File: config.mk
export PLATFORM = sky130hd
export DESIGN_NAME = pc_sequencer
export DESIGN_NICKNAME = d
export VERILOG_FILES = /design/src/rtl/pc_seq_pkg.sv /design/src/rtl/cond_eval.sv /design/src/rtl/pc_sequencer.sv
export SDC_FILE = /design/constraint.sdc
export NUM_CORES = 1
export LEC_CHECK = 0
export BUFFER_PORTS_ARGS = -buffer_cell sky130_fd_sc_hd__buf_2
export CORE_AREA = 5 5 121 123
export DETAILED_ROUTE_END_ITERATION = 6
export DIE_AREA = 0 0 126 128
export HOLD_SLACK_MARGIN = 0.12
export SYNTH_ARGS = -nofsm -noshare
export SYNTH_HDL_FRONTEND = slang
export SYNTH_SLANG_ARGS = --single-unit
File: constraint.sdc
create_clock -name clk -period 5.8 [get_ports clk]
set_clock_uncertainty 0.05 [all_clocks]
set_input_delay 0.29 -clock clk [delete_from_list [all_inputs] [get_ports clk]]
set_output_delay 0.29 -clock clk [all_outputs]
set_load 0.1 [all_outputs]
File: src/rtl/pc_seq_pkg.sv
// Shared encodings for the program-counter sequencer: transfer types,
// condition codes, PSR bit positions and the sequencer state enum.
package pc_seq_pkg;

  typedef enum logic [1:0] {
    XFER_SEQ   = 2'b00,
    XFER_BCOND = 2'b01,
    XFER_JCOND = 2'b10,
    XFER_JAL   = 2'b11
  } xfer_t;

  typedef enum logic [3:0] {
    COND_EQ = 4'h0,
    COND_NE = 4'h1,
    COND_CS = 4'h2,
    COND_CC = 4'h3,
    COND_HI = 4'h4,
    COND_LS = 4'h5,
    COND_GT = 4'h6,
    COND_LE = 4'h7,
    COND_FS = 4'h8,
    COND_FC = 4'h9,
    COND_LO = 4'hA,
    COND_HS = 4'hB,
    COND_LT = 4'hC,
    COND_GE = 4'hD,
    COND_UC = 4'hE,
    COND_NV = 4'hF
  } cond_t;

  // PSR bit indices
  localparam int PSR_C = 0;
  localparam int PSR_L = 2;
  localparam int PSR_F = 5;
  localparam int PSR_Z = 6;
  localparam int PSR_N = 7;

  typedef enum logic [1:0] {
    ST_BOOT = 2'b00,
    ST_RUN  = 2'b01,
    ST_HALT = 2'b10
  } state_t;

endpackage

File: src/rtl/cond_eval.sv
// Combinational condition-code evaluator: decides whether a conditional
// transfer is taken given the 4-bit condition and the PSR flags.
module cond_eval
  import pc_seq_pkg::*;
(
  input  logic [3:0] cond,
  input  logic [7:0] flags,
  output logic       cond_true
);

  logic c_flag, l_flag, f_flag, z_flag, n_flag;
  // PSR bits 1, 3 and 4 carry no condition meaning
  logic unused_flags;

  assign c_flag = flags[PSR_C];
  assign l_flag = flags[PSR_L];
  assign f_flag = flags[PSR_F];
  assign z_flag = flags[PSR_Z];
  assign n_flag = flags[PSR_N];
  assign unused_flags = ^{flags[4:3], flags[1]};

  // Decode the condition against the selected flags
  always_comb begin
    cond_true = 1'b0;
    case (cond_t'(cond))
      COND_EQ: cond_true = z_flag;
      COND_NE: cond_true = !z_flag;
      COND_CS: cond_true = c_flag;
      COND_CC: cond_true = !c_flag;
      COND_HI: cond_true = l_flag;
      COND_LS: cond_true = !l_flag;
      COND_GT: cond_true = n_flag;
      COND_LE: cond_true = !n_flag;
      COND_FS: cond_true = f_flag;
      COND_FC: cond_true = !f_flag;
      COND_LO: cond_true = !l_flag && !z_flag;
      COND_HS: cond_true = l_flag || z_flag;
      COND_LT: cond_true = !n_flag && !z_flag;
      COND_GE: cond_true = n_flag || z_flag;
      COND_UC: cond_true = 1'b1;
      COND_NV: cond_true = 1'b0;
      default: cond_true = 1'b0;
    endcase
  end

endmodule

File: src/rtl/pc_sequencer.sv
// Program-counter sequencer: BOOT/RUN/HALT state machine that steps the
// fetch address, applies relative branches, absolute jumps and
// jump-and-link, and reports redirects as one-cycle pulses.
module pc_sequencer
  import pc_seq_pkg::*;
#(
  parameter int                ADDR_W    = 16,
  parameter int                DISP_W    = 16,
  parameter logic [ADDR_W-1:0] RESET_VEC = '0
) (
  input  logic              clk,
  input  logic              reset,
  input  logic              instr_valid,
  input  logic [1:0]        xfer_type,
  input  logic [3:0]        cond,
  input  logic [7:0]        flags,
  input  logic [DISP_W-1:0] disp,
  input  logic [ADDR_W-1:0] target,
  input  logic              stall,
  input  logic              halt,
  input  logic              resume,
  output logic [ADDR_W-1:0] pc,
  output logic              pc_valid,
  output logic              taken,
  output logic [ADDR_W-1:0] link,
  output logic              link_valid,
  output logic              halted
);

  state_t              state_reg;
  logic [ADDR_W-1:0]   pc_reg;
  logic [ADDR_W-1:0]   link_reg;
  logic                pc_valid_reg;
  logic                taken_reg;
  logic                link_valid_reg;
  logic                halted_reg;

  logic                cond_true;
  xfer_t               xfer;
  logic signed [DISP_W-1:0] disp_s;
  logic [ADDR_W-1:0]   disp_ext;
  logic [ADDR_W-1:0]   pc_inc;
  logic [ADDR_W-1:0]   pc_branch;

  cond_eval u_cond_eval (
    .cond      (cond),
    .flags     (flags),
    .cond_true (cond_true)
  );

  // Address arithmetic wraps naturally at ADDR_W bits
  assign xfer      = xfer_t'(xfer_type);
  assign disp_s    = signed'(disp);
  assign disp_ext  = ADDR_W'(disp_s);
  assign pc_inc    = pc_reg + ADDR_W'(1);
  assign pc_branch = pc_reg + disp_ext;

  // Sequencer state machine; every output is a register
  always_ff @(posedge clk) begin
    if (reset) begin
      state_reg      <= ST_BOOT;
      pc_reg         <= RESET_VEC;
      link_reg       <= '0;
      pc_valid_reg   <= 1'b0;
      taken_reg      <= 1'b0;
      link_valid_reg <= 1'b0;
      halted_reg     <= 1'b0;
    end else begin
      // Pulses default low; only a redirecting edge raises them
      taken_reg      <= 1'b0;
      link_valid_reg <= 1'b0;
      case (state_reg)
        ST_BOOT: begin
          state_reg    <= ST_RUN;
          pc_valid_reg <= 1'b1;
        end
        ST_RUN: begin
          if (stall) begin
            // hold everything
          end else if (halt) begin
            state_reg  <= ST_HALT;
            halted_reg <= 1'b1;
          end else if (instr_valid) begin
            case (xfer)
              XFER_SEQ: pc_reg <= pc_inc;
              XFER_BCOND: begin
                if (cond_true) begin
                  pc_reg    <= pc_branch;
                  taken_reg <= 1'b1;
                end else begin
                  pc_reg <= pc_inc;
                end
              end
              XFER_JCOND: begin
                if (cond_true) begin
                  pc_reg    <= target;
                  taken_reg <= 1'b1;
                end else begin
                  pc_reg <= pc_inc;
                end
              end
              XFER_JAL: begin
                pc_reg         <= target;
                link_reg       <= pc_inc;
                link_valid_reg <= 1'b1;
                taken_reg      <= 1'b1;
              end
              default: pc_reg <= pc_inc;
            endcase
          end
        end
        ST_HALT: begin
          // A simultaneous halt request keeps the sequencer parked
          if (resume && !halt) begin
            state_reg  <= ST_RUN;
            halted_reg <= 1'b0;
          end
        end
        default: begin
          state_reg    <= ST_BOOT;
          pc_reg       <= RESET_VEC;
          pc_valid_reg <= 1'b0;
          halted_reg   <= 1'b0;
        end
      endcase
    end
  end

  assign pc         = pc_reg;
  assign pc_valid   = pc_valid_reg;
  assign taken      = taken_reg;
  assign link       = link_reg;
  assign link_valid = link_valid_reg;
  assign halted     = halted_reg;

endmodule

# Yosys cells after proc, flatten, opt, wreduce, memory -nomap -nowiden
# Index checks and enable logic that the tools add are counted.
[totals] elab_cells=82 regBits=38 in_bits=52 out_inout_bits=36
[classes] n_bitwise=6 n_reduce_logical=22 n_addsub=2 muxes=20 n_eq_ne=25
[op_table] op="$mux W16" count=5
[op_table] op="$pmux W16 S4" count=1
[op_table] op="$eq A4 B4 Y1 const B" count=8
[op_table] op="$pmux W16 S2" count=1
[op_table] op="$add A16 B1 Y16 const B" count=1
[op_table] op="$add A16 B16 Y16" count=1
[op_table] op="$eq A4 B3 Y1 const B" count=4
[op_table] op="$pmux W1 S16" count=1
[op_table] op="$ne A2 B2 Y1 const B" count=5
[op_table] op="$eq A4 B2 Y1 const B" count=2
[op_table] op="$reduce_and A4 Y1" count=2
[op_table] op="$eq A2 B2 Y1 const B" count=3
[op_table] op="$logic_not A1 Y1" count=6
[op_table] op="$mux W2" count=3
[op_table] op="$not A1 Y1" count=6
[op_table] op="$pmux W2 S3" count=1
[op_table] op="$reduce_or A2 Y1" count=3
[op_table] op="$mux W1" count=5
[op_table] op="$reduce_and A5 Y1" count=1
[op_table] op="$reduce_or A5 Y1" count=1
[op_table] op="$eq A2 B1 Y1 const B" count=2
[op_table] op="$eq A4 B1 Y1 const B" count=1
[op_table] op="$logic_not A2 Y1" count=2
[op_table] op="$logic_not A4 Y1" count=1
[op_table] op="other kinds (5)" count=9

# Depth between registers and ports, before layout
[depth] ltp_word=9 mapped_depth=10 mapped_depth_nobuf=9

# Hierarchy
# Synthesis repeated with hierarchy kept, for this count alone.
[hier_totals] hier_cells=464 hier_area_um2=3495.9
[modules_own_cells] mod="pc_sequencer" n_inst=1 cells_per_inst=441 area_per_inst_um2=3311.9 seq_area_each_um2=760.7
[modules_own_cells] mod="cond_eval" n_inst=1 cells_per_inst=23 area_per_inst_um2=183.9 seq_area_each_um2=0.0

# Worst setup path before layout
# Ideal clock, no wire load.
[synth_path] path_type="register to register" start="reg pc_reg[1] (netlist: pc[1])" end="reg pc_reg[13] (netlist: pc[13])" path_slack_ns=2.668 n_path_buf=0 required_ns=5.625 arrival_ns=2.958 stages_incl_launch_ff=9 period_less_slack_ns=3.132 setup_ns=0.125 path_cell_list="dfxtp_1 -> ha_1 -> a211oi_1 -> nor3_1 -> o211ai_1 -> nand2_1 -> o41a_1 -> a211oi_1 -> o21ai_0"
[synth_between] elab_chain_len=7 word_cells_on_any_way=9 classes_between="2 x add/sub; 7 x mux"
[synth_lines] element="from (decl)" line_no="pc_sequencer.sv:31" text="logic [ADDR_W-1:0] pc_reg;"
[synth_lines] element="from (signal assigned)" line_no="pc_sequencer.sv:85" text="XFER_SEQ: pc_reg <= pc_inc;"
[synth_lines] element="from (signal assigned)" line_no="pc_sequencer.sv:88" text="pc_reg <= pc_branch;"
[synth_lines] element="from (signal assigned)" line_no="pc_sequencer.sv:91" text="pc_reg <= pc_inc;"
[synth_lines] element="$add A16 B1 Y16 or $add A16 B16 Y16 (tied branches)" line_no="pc_sequencer.sv:55, pc_sequencer.sv:56"
[synth_lines] element="$mux W16 (on tied branches)" line_no="pc_sequencer.sv:95, pc_sequencer.sv:87"
[synth_lines] element="$pmux W16 S4 *" line_no="pc_sequencer.sv:84" text="case (xfer)"
[synth_lines] element="$mux W16 *" line_no="pc_sequencer.sv:83" text="end else if (instr_valid) begin"
[synth_lines] element="$mux W16 *" line_no="pc_sequencer.sv:80" text="end else if (halt) begin"
[synth_lines] element="$mux W16 *" line_no="pc_sequencer.sv:78" text="if (stall) begin"
[synth_lines] element="$pmux W16 S2 *" line_no="pc_sequencer.sv:72" text="case (state_reg)"
# Mark *: on every way between the ends. The rest lies on a longest branch, timed or not. The select of a mux whose other input is x is not followed.
# A chain may end at the register's enable or synchronous reset.

# Worst setup path in the final report
[layout_path] start="in cond[3]" end="reg pc_reg[15] (netlist: pc[15])"
[layout_between] elab_chain_len=8 word_cells_on_any_way=24 classes_between="15 x eq/ne; 8 x mux; 1 x reduce/logical"
[layout_lines] element="from (decl)" line_no="pc_sequencer.sv:15" text="input logic [3:0] cond,"
[layout_lines] element="$eq A4 B4 Y1, or another cell as far along" line_no="cond_eval.sv:25" text="case (cond_t'(cond))"
[layout_lines] element="$pmux W1 S16 *" line_no="cond_eval.sv:25"
[layout_lines] element="$mux W16 (on tied branches)" line_no="pc_sequencer.sv:95, pc_sequencer.sv:87"
[layout_lines] element="$pmux W16 S4 *" line_no="pc_sequencer.sv:84"
[layout_lines] element="$mux W16 *" line_no="pc_sequencer.sv:83"
[layout_lines] element="$mux W16 *" line_no="pc_sequencer.sv:80"
[layout_lines] element="$mux W16 *" line_no="pc_sequencer.sv:78"
[layout_lines] element="$pmux W16 S2 *" line_no="pc_sequencer.sv:72"
# Marked as above.

==> run_results.csv <==
group,metric,value,unit
outcome,status,"complete, no violations",
clock_network,ctsResizeCount,0,
logic_synthesis,synth_edf_count,0,
global_routing,antenna_found_initial,0,
worst_setup_path,r2r_slack,2.97,ns
die,num_io_pins,88,
drt,via_count,3542,
worst_setup_path,cp_slowest_cell,"nand2_1",
die,die-area,16100,um2
die,initial_utilization,24.2,%
run,cap_viol_max_count,0,
pwr,pwr_density_cell,228,nW/um2
logic_synthesis,ys_types,61,
logic_synthesis,syn_area,3280,um2
worst_setup_path,cp-startpoint,"cond[3]",
global_routing,grt_max_degree,32,
worst_setup_path,rr_worst_depth,8,
drt,ant_nets,0,
drt,firstDrtPassIters,5,
logic_synthesis,ys_ff_latch,38,
logic_synthesis,synth_ff_type,"dfxtp_1",
timing,setup_ws,2.82,ns
clock_network,tritoncts.num_buffers,5,
timing,finalCriticalPeriod,2.98,ns
timing,timing.fmax,336,MHz
pwr,vdd_drop_max,0.124,mV
die,fp.coreArea,13600,um2
final_layout,area_delta_synth_final,21.5,%
timing,setup_viol,0,
clock_network,cts_root_buf,"clkbuf_16",
worst_setup_path,end_kind,"flop",
logic_synthesis,synthCells,431,
logic_synthesis,synth_nets,507,
drt,routedWlPerCell,16.7,um
placement,io_buffers,84,
global_routing,grt_pass1_wl,18.2,mm
min_path,hp-start,"target[5]",
global_routing,grt_use_total,13.8,%
logic_synthesis,syn_area_per_cell,7.60,um2
clock_network,post_cts_buffers,0,
min_path,min_path_type,"in2reg",
clock_network,cts.sinks,38,
worst_setup_path,r2r_end,"pc[15]",
timing,finalMaxSlewViolations,0,
drt,wirelength,11.3,mm
worst_setup_path,crit_end,"pc[15]",
global_routing,overflow,0,
final_layout,diodes,0,
clock_network,cts_tree,"yes",
die,rows,43,
placement,preCtsSetupSlack,2.57,ns
logic_synthesis,yosysSeqAreaShare,23.2,%
placement,gp_congestion,0.865,
clock_network,clk_path_buf_depth,2,
worst_setup_path,required,5.92,ns
clock_network,cts.reportedPaths.clkPinSlew,0.06,ns
timing,hold_viol,0,
die,die_h,128,um
placement,dpl.hpwl,8.80,mm
final_layout,fillerInstances,1489,
worst_setup_path,cp-start-kind,"input port",
final_layout,nets,574,
timing,min_period_over_period,51.4,%
clock_network,htreeDepth,2,
worst_setup_path,worstPathCellList,"buf_2, nor4bb_1, a31o_1, o31ai_2, nand2_1, o41ai_2, a2111oi_1, a2111o_1",
worst_setup_path,slowest_delay,0.72,ns
pwr,p_leak,1.72,nW
drt,drc,0,
timing,worstMarginPinSlew,1.12,ns
logic_synthesis,yosysWarnings,0,
timing,setup_tns,0,ns
worst_setup_path,crit_fanout,25,
timing,rsz0062_at_grt,"false",
timing,max_slew_margin,24.7,%
clock_network,insertion_delay,0.29,ns
final_layout,drive_above_1_share,20.4,%
drt,via_per_inst,5.22,
global_routing,grt_pass1_vias,3518,
clock_network,cts_hold_buf,0,
die,die_x,126,um
drt,drtIter0Drc,295,
worst_setup_path,crit_arrival,3.10,ns
logic_synthesis,ys_async_sr_fraction,0,%
worst_setup_path,rr_startpoint,"pc[1]",
worst_setup_path,criticalPathCategory,"in2reg",
cell families after synthesis:
family,synth area share [%]
buffers and inverters,5.19
xor gates and xnor gates,5.88
adders and majority gates,9.40
DFF,23.2
and+or+nand+nor,19.8
AOI/OAI and AO/OA,35.0
muxes,1.53
through the flow:
step / instance area [um2] / total power [W] / cells / util, % / hold WS [ns]
2_1_floorplan: 3280 / 0.000527 / 431 / - / 0.442
3_5_place_dp: 3810 / 0.000599 / 671 / 28.1 / 0.405
3_3_place_gp: 3810 / 0.000592 / 671 / 28.1 / 0.397
5_1_grt: 3980 / 0.000953 / 679 / 29.4 / 0.339
4_1_cts: 3980 / 0.000911 / 679 / 29.4 / 0.307
6_report: 3980 / 0.000907 / 679 / 29.4 / 0.301
synth_stat cells, types with 4 or more instances:
| library cell | instances | area, um2 |
|---|---|---|
| xor2_1 | 11 | 96.3 |
| dfxtp_1 | 38 | 761 |
| inv_1 | 14 | 52.6 |
| a22oi_1 | 6 | 45.0 |
| buf_2 | 4 | 20.0 |
| o21ai_0 | 32 | 160 |
| mux2i_1 | 5 | 50.1 |
| clkbuf_1 | 18 | 67.6 |
| nor2_1 | 43 | 161 |
| a22o_1 | 4 | 35.0 |
| a221oi_1 | 7 | 61.3 |
| a21oi_1 | 23 | 115 |
| o22ai_1 | 4 | 25.0 |
| a211oi_1 | 23 | 173 |
| ha_1 | 23 | 288 |
| nand3_1 | 19 | 95.1 |
| xnor2_1 | 11 | 96.3 |
| a21o_1 | 13 | 97.6 |
| o211ai_1 | 5 | 37.5 |
| o31ai_1 | 4 | 30.0 |
| o2111ai_1 | 6 | 52.6 |
| nor3_1 | 8 | 40.0 |
| and2_1 | 6 | 37.5 |
| nand2_1 | 46 | 173 |
| o21a_1 | 8 | 60.1 |
cells in the final DEF, fill, tap and decap left out, types with 4 or more instances in the layout:
cell type	n
a211oi_1	23
nand3_1	19
xor2_1	11
a221oi_1	7
a21o_1	13
nor2_1	43
mux2i_1	5
o21ai_0	32
xnor2_1	11
nand2_1	46
a22o_1	4
inv_1	14
nor3_1	8
buf_2	84
o21a_1	8
o31ai_1	4
a21oi_1	23
o2111ai_1	6
a22oi_1	6
o211ai_1	5
clkbuf_16	5
ha_1	23
and2_1	6
dfxtp_1	38
o22ai_1	4
critical path: cells and delay by family:
family	cells	cell delay, ns
simple gates	2	0.84
compound gates	5	1.84
buf+inv	1	0.12
area by class of cell:
cell class / count / area, um2 / share of cell area, %
Inverter: 15 / 56.3 / 1.41
Clock inverter: 3 / 40.0 / 1.01
Timing Repair Buffer: 85 / 428 / 10.8
Tap cell: 180 / 225 / 5.66
Clock buffer: 5 / 125 / 3.14
Multi-Input combinational cell: 353 / 2340 / 58.9
Sequential cell: 38 / 761 / 19.1
where the power goes:
part | switching, W | internal, W | leakage [nW]
Clock | 0.000110 | 0.000201 | 0.0836
Combinational | 0.000218 | 0.0000889 | 1.33
Sequential | 0.0000116 | 0.000276 | 0.307
Total | 0.000340 | 0.000567 | 1.72
how the worst min path moves through the flow:
stage                              end  slack [ns]  depth (start not counted)
after floorplan           state_reg[1]        0.44                          2
after detailed placement       link[1]        0.41                          2
final                            pc[5]        0.30                          3
after global placement         link[1]        0.40                          2
after global routing             pc[8]        0.34                          3
after CTS                 state_reg[1]        0.31                          4
layer usage:
layer | vias up | routed length [um] | GRT usage [%]
li1 | 1762 | - | -
met1 | 1667 | 5120 | 17.5
met2 | 102 | 5330 | 23.7
met3 | 11 | 707 | 3.21
met4 | 0 | 157 | 3.34
met5 | - | 0 | 0
(Power assumes the default switching activity.)
